===== src/rtl/pipe_ctrl.sv =====
// pipe_ctrl: hazard arbitration, stall vector and flush/redirect control.
// Optional perf counters are built when PIPE_CTRL_PERF_EN is defined.

`ifndef STALL_WIDTH
`define STALL_WIDTH 4
`endif
`ifndef STALL_PC
`define STALL_PC 0
`endif
`ifndef STALL_IF
`define STALL_IF 1
`endif
`ifndef STALL_ID
`define STALL_ID 2
`endif
`ifndef STALL_EX
`define STALL_EX 3
`endif

module pipe_ctrl #(
    parameter int FLUSH_CYCLES = 2
) (
    input  logic                    clk,
    input  logic                    rst_n,
    input  logic                    int_req_i,
    input  logic [31:0]             int_addr_i,
    input  logic                    jump_req_i,
    input  logic [31:0]             jump_addr_i,
    input  logic                    hold_ex_req_i,
    input  logic                    load_use_i,
    output logic [`STALL_WIDTH-1:0] stall_o,
    output logic                    flush_o,
    output logic [31:0]             flush_addr_o,
    output logic                    ex_bubble_o,
    output logic [31:0]             stall_cnt_o,
    output logic [31:0]             flush_cnt_o
);

    localparam logic [0:0] S_IDLE     = 1'b0;
    localparam logic [0:0] S_REDIRECT = 1'b1;

    localparam logic [3:0] FLUSH_RELOAD = 4'(FLUSH_CYCLES - 1);

    localparam int D_INT   = 0;
    localparam int D_JUMP  = 1;
    localparam int D_DRAIN = 2;
    localparam int D_HOLD  = 3;
    localparam int D_LOAD  = 4;
    localparam int D_NONE  = 5;

    logic [0:0] state_q;
    logic [0:0] state_d;
    logic [3:0] cnt_q;
    logic [3:0] cnt_d;
    logic [5:0] dec;
    logic       redirect;
    logic       in_redirect;

    assign redirect    = int_req_i | jump_req_i;
    assign in_redirect = (state_q == S_REDIRECT);

    // Resolve hazard sources by priority into a one-hot decision
    always_comb begin
        dec = '0;
        if (!rst_n) begin
            dec[D_NONE] = 1'b1;
        end else if (int_req_i) begin
            dec[D_INT] = 1'b1;
        end else if (jump_req_i) begin
            dec[D_JUMP] = 1'b1;
        end else if (in_redirect) begin
            dec[D_DRAIN] = 1'b1;
        end else if (hold_ex_req_i) begin
            dec[D_HOLD] = 1'b1;
        end else if (load_use_i) begin
            dec[D_LOAD] = 1'b1;
        end else begin
            dec[D_NONE] = 1'b1;
        end
    end

    // Drive the hazard outputs from the resolved decision
    always_comb begin
        stall_o      = '0;
        flush_o      = 1'b0;
        flush_addr_o = 32'h0;
        ex_bubble_o  = 1'b0;
        unique case (1'b1)
            dec[D_INT]: begin
                flush_o      = 1'b1;
                flush_addr_o = int_addr_i;
            end
            dec[D_JUMP]: begin
                flush_o      = 1'b1;
                flush_addr_o = jump_addr_i;
            end
            dec[D_DRAIN]: begin
                flush_o = 1'b1;
            end
            dec[D_HOLD]: begin
                stall_o[`STALL_PC] = 1'b1;
                stall_o[`STALL_IF] = 1'b1;
                stall_o[`STALL_ID] = 1'b1;
                stall_o[`STALL_EX] = 1'b1;
            end
            dec[D_LOAD]: begin
                stall_o[`STALL_PC] = 1'b1;
                stall_o[`STALL_IF] = 1'b1;
                stall_o[`STALL_ID] = 1'b1;
                ex_bubble_o        = 1'b1;
            end
            dec[D_NONE]: begin
            end
            default: begin
            end
        endcase
    end

    // Stretch each redirect flush; a new request restarts the count
    always_comb begin
        state_d = state_q;
        cnt_d   = cnt_q;
        if (redirect) begin
            if (FLUSH_RELOAD == 4'd0) begin
                state_d = S_IDLE;
                cnt_d   = 4'd0;
            end else begin
                state_d = S_REDIRECT;
                cnt_d   = FLUSH_RELOAD;
            end
        end else if (in_redirect) begin
            if (cnt_q <= 4'd1) begin
                state_d = S_IDLE;
                cnt_d   = 4'd0;
            end else begin
                cnt_d = cnt_q - 4'd1;
            end
        end
    end

    // Flush state and counter registers
    always_ff @(posedge clk) begin
        if (!rst_n) begin
            state_q <= S_IDLE;
            cnt_q   <= 4'd0;
        end else begin
            state_q <= state_d;
            cnt_q   <= cnt_d;
        end
    end

`ifdef PIPE_CTRL_PERF_EN
    logic [31:0] stall_cnt_q;
    logic [31:0] flush_cnt_q;

    // Count stalled cycles and redirect request cycles, wrapping
    always_ff @(posedge clk) begin
        if (!rst_n) begin
            stall_cnt_q <= 32'h0;
            flush_cnt_q <= 32'h0;
        end else begin
            if (|stall_o) begin
                stall_cnt_q <= stall_cnt_q + 32'd1;
            end
            if (redirect) begin
                flush_cnt_q <= flush_cnt_q + 32'd1;
            end
        end
    end

    assign stall_cnt_o = rst_n ? stall_cnt_q : 32'h0;
    assign flush_cnt_o = rst_n ? flush_cnt_q : 32'h0;
`else
    assign stall_cnt_o = 32'h0;
    assign flush_cnt_o = 32'h0;
`endif

endmodule

===== config.mk =====
export PLATFORM = sky130hd
export DESIGN_NAME = pipe_ctrl
export DESIGN_NICKNAME = d
export VERILOG_FILES = /design/src/rtl/pipe_ctrl.sv
export SDC_FILE = /design/constraint.sdc
export NUM_CORES = 1
export LEC_CHECK = 0
export CAP_MARGIN = 20
export CORE_ASPECT_RATIO = 0.6
export CORE_MARGIN = 2
export CORE_UTILIZATION = 26
export CTS_BUF_LIST = sky130_fd_sc_hd__clkbuf_2
export CTS_CLUSTER_DIAMETER = 40
export DETAILED_ROUTE_END_ITERATION = 12
export PLACE_DENSITY = 0.94
export SYNTH_ARGS = -nofsm -noshare
export SYNTH_HDL_FRONTEND = slang
export SYNTH_SLANG_ARGS = --single-unit

===== constraint.sdc =====
create_clock -name clk -period 2.2 [get_ports clk]
set_clock_uncertainty 0.15 [all_clocks]
set_input_delay 0.55 -clock clk [delete_from_list [all_inputs] [get_ports clk]]
set_output_delay 0.55 -clock clk [all_outputs]
set_load 0.1 [all_outputs]

==> insert_results.sql <==
INSERT INTO impl_metrics (metric_group, metric, value, unit) VALUES
('status', 'outcome', 'complete, but fails checks', ''),
('status', 'failed_checks', 'setup timing', ''),
('die', 'initial_utilization', '0.279', ''),
('placement', 'place.port_buffers', '107', ''),
('critical_path', 'cp_slowest_stage_delay', '0.28', 'ns'),
('die', 'placementRows', '18', ''),
('placement', 'dpl-instance-area', '0.00249', 'sq mm'),
('critical_path', 'crit_path_top_delay_cell', 'and3b_2', ''),
('critical_path', 'critical_path_depth', '5', ''),
('power', 'cell_internal_pwr', '0.492', 'mW'),
('finish', 'area_growth', '141', '%'),
('critical_path', 'timing.reg2reg.worst_path_depth', '5', ''),
('logic_synthesis', 'synthesis.area', '0.00118', 'sq mm'),
('finish', 'num-nets-final', '329', ''),
('critical_path', 'crit_fanout', '7', ''),
('global_route', 'antenna_found_initial', '0', ''),
('power', 'netSwitchingFraction', '0.657', ''),
('power', 'cellPowerDensity', '505', 'mW/mm^2'),
('logic_synthesis', 'combinational_family_with_the_most_area_after_synthesis', 'buffers and inverters', ''),
('finish', 'n_fill_cell', '339', ''),
('placement', 'place.gp.congestion', '0.758', ''),
('timing', 'fin_ws', '-0.0122', 'ns'),
('power', 'design_power_total', '1.43', 'mW'),
('critical_path', 'crit_path_buf_inv_count', '3', ''),
('logic_synthesis', 'synth_area_in_compound_gates', '0.280', ''),
('timing', 'finalHoldViolations', '0', ''),
('timing', 'min_period_over_period', '1.01', ''),
('power', 'share_comb_of_total_power', '0.870', ''),
('logic_synthesis', 'post_synth_and_or_nand_nor_area_fraction', '0.0965', ''),
('worst_hold_path', 'hp-class', 'reg -> reg', ''),
('logic_synthesis', 'netlist_instances', '145', ''),
('cts', 'clock_pin_transition_on_the_worst_setup_and_hold_timing_paths', '0.06', 'ns'),
('detailed_routing', 'detailroute.via_count', '1275', ''),
('power', 'total_switching_power', '0.942', 'mW'),
('global_route', 'grt_pass1_wl', '7670', 'um'),
('power', 'worst_ir_drop_vdd', '0.000237', 'V'),
('logic_synthesis', 'ys_seq_area_frac', '0.0848', ''),
('run', 'max-cap-violations', '0', ''),
('critical_path', 'required', '1.50', 'ns'),
('global_route', 'largest_net_degree_at_the_start_of_global_routing', '33', ''),
('placement', 'hpwlAfterDp', '3910', 'um'),
('finish', 'diodes', '0', ''),
('logic_synthesis', 'synth-seq-cells', '5', ''),
('timing', 'fin_crit', '2.21', 'ns'),
('detailed_routing', 'drt-wirelength-per-cell', '16.8', 'um'),
('timing', 'finalSetupViolCount', '16', ''),
('detailed_routing', 'detailedRoute.firstPassIterationCount', '4', ''),
('cts', 'cts-htree-levels', '1', ''),
('logic_synthesis', 'netlist-cell-type-count', '25', ''),
('cts', 'clkLatencyLatePin', '0.23', 'ns'),
('power', 'seqPwrFrac', '0.069', ''),
('cts', 'cts_buffer_depth', '2', ''),
('critical_path', 'end_kind', 'output pin', ''),
('die', 'die_height', '56.2', 'um'),
('die', 'io_pins', '172', ''),
('critical_path', 'worst_setup_path_start_kind', 'input pin', ''),
('finish', 'share_of_final_layout_standard_cells_stronger_than_drive_strength_1', '0.375', ''),
('logic_synthesis', 'synth_xor_xnor_area_share', '0', ''),
('global_route', 'global_route_total_overflow', '0', ''),
('timing', 'setup_repair_after_global_routing_missed_its_margin', 'yes', ''),
('detailed_routing', 'drcViolationCount', '0', ''),
('timing', 'maxClockFrequency', '452', 'MHz'),
('logic_synthesis', 'synth_mux_area_frac', '0.00848', ''),
('die', 'die_area', '0.00511', 'sq mm'),
('cts', 'cts.root.buffer_cell', 'clkbuf_2', ''),
('critical_path', 'list_of_cells_traversed_by_the_critical_path', 'buf_6 > and3b_2 > clkbuf_16 > a22o_4 > buf_12', ''),
('detailed_routing', 'routed_via_density', '4.03', ''),
('detailed_routing', 'drtAntennaViolNets', '0', ''),
('worst_hold_path', 'holdPathStages', '2', ''),
('logic_synthesis', 'postSynthAreaPerCell', '8.14', 'sq um'),
('critical_path', 'timing.setup.critical_path_class', 'in -> out', '');
-- cell usage after synthesis, drive strengths merged --
cell     n  share of area
dfxtp    5          0.085
nand2b   1         0.0053
a21boi   1         0.0064
nor3b    1         0.0064
a22o    32           0.24
nand4b   1         0.0074
nor3     2         0.0085
nor4b    1          0.013
o31ai    2          0.013
a31oi    1         0.0053
conb     1         0.0032
and3b    1         0.0074
nor2     5          0.016
buf     74           0.50
o311ai   1         0.0074
and2     1         0.0053
inv      3         0.0095
and3     1         0.0053
mux2i    1         0.0085
nand2    5          0.016
and2b    1         0.0064
ha       2          0.021
a21oi    2         0.0085
-- cell families after synthesis --
family,after synthesis
DFF,5
adders and majority gates,2
AOI/OAI and AO/OA,39
and+or+nand+nor,20
other,1
muxes,1
buffers and inverters,77
-- final cells by class --
| class | instances | area (sq um) | area share |
|---|---|---|---|
| clock buffer | 4 | 20.0 | 0.00705 |
| inverter | 3 | 11.3 | 0.00396 |
| multi-input combinational | 126 | 1030 | 0.364 |
| sequential | 5 | 100 | 0.0352 |
| tap | 60 | 75.1 | 0.0264 |
| timing repair buffer | 118 | 1600 | 0.563 |
-- sequential cells by signal, indices dropped and copies added, names as in the netlist --
| register | count |
|---|---|
| cnt_q | 4 |
| in_redirect | 1 |
-- placed cells by master, fill, tap and decap left out, types with 3 or more instances in the layout --
cell type,netlist,final
conb_1,1,64
clkdlybuf4s50_1,0,64
buf_12,0,39
a22o_4,0,32
buf_6,8,7
dfxtp_1,5,5
nand2_1,5,4
clkbuf_2,0,4
inv_1,3,3
nor2_1,5,3
buf_4,66,3
-- per-layer routing --
layer | up-vias | wire [um] | global-route usage
met4 | 0 | 9 | 0.0260
li1 | 607 | - | -
met1 | 613 | 2030 | 0.226
met3 | 2 | 271 | 0.0407
met2 | 53 | 3000 | 0.378
met5 | - | 0 | 0
-- worst reg2reg max path, cell delays in order (launching register included) --
cell and delay (ns):
dfxtp_1 0.35, inv_1 0.08, ha_1 0.22, nor2_1 0.08, o311ai_0 0.31, a21oi_1 0.10
-- path summary, 6_finish.rpt --
kind,startpoint,to,slack [ns]
min,cnt_q[1],cnt_q[1],0.35
min reg2reg,cnt_q[1],cnt_q[1],0.35
max,jump_req_i,flush_addr_o[28],-0.01
max reg2reg,cnt_q[0],cnt_q[1],0.78
-- power groups by stage --
| stage | clock, mW | combinational (mW) | sequential (mW) |
|---|---|---|---|
| after floorplan | 0 | 0.945 | 0.0998 |
| after global placement | 0 | 1.16 | 0.101 |
| after detailed placement | 0 | 1.17 | 0.101 |
| after CTS | 0.0906 | 1.24 | 0.0992 |
| after global routing | 0.0978 | 1.27 | 0.0998 |
| final | 0.0871 | 1.25 | 0.0992 |
-- per-stage QoR --
step | setup WS (ns) | std cells
4_1_cts | -0.0506 | 316
6_report | -0.0122 | 316
2_1_floorplan | -0.174 | 208
3_3_place_gp | -0.404 | 308
3_5_place_dp | -0.416 | 308
5_1_grt | -0.0854 | 316
-- what timing repair did --
action                                  4_1_cts  5_1_grt
pin swaps                                     6        5
gates resized for setup                      60        3
cloned                                        3        0
buffers inserted                              1        0
hold endpoints to repair                      0        0
hold buffers                                  0        0
endpoints found under the setup margin       38       36
Note: power is estimated with default switching activity, not from simulation.
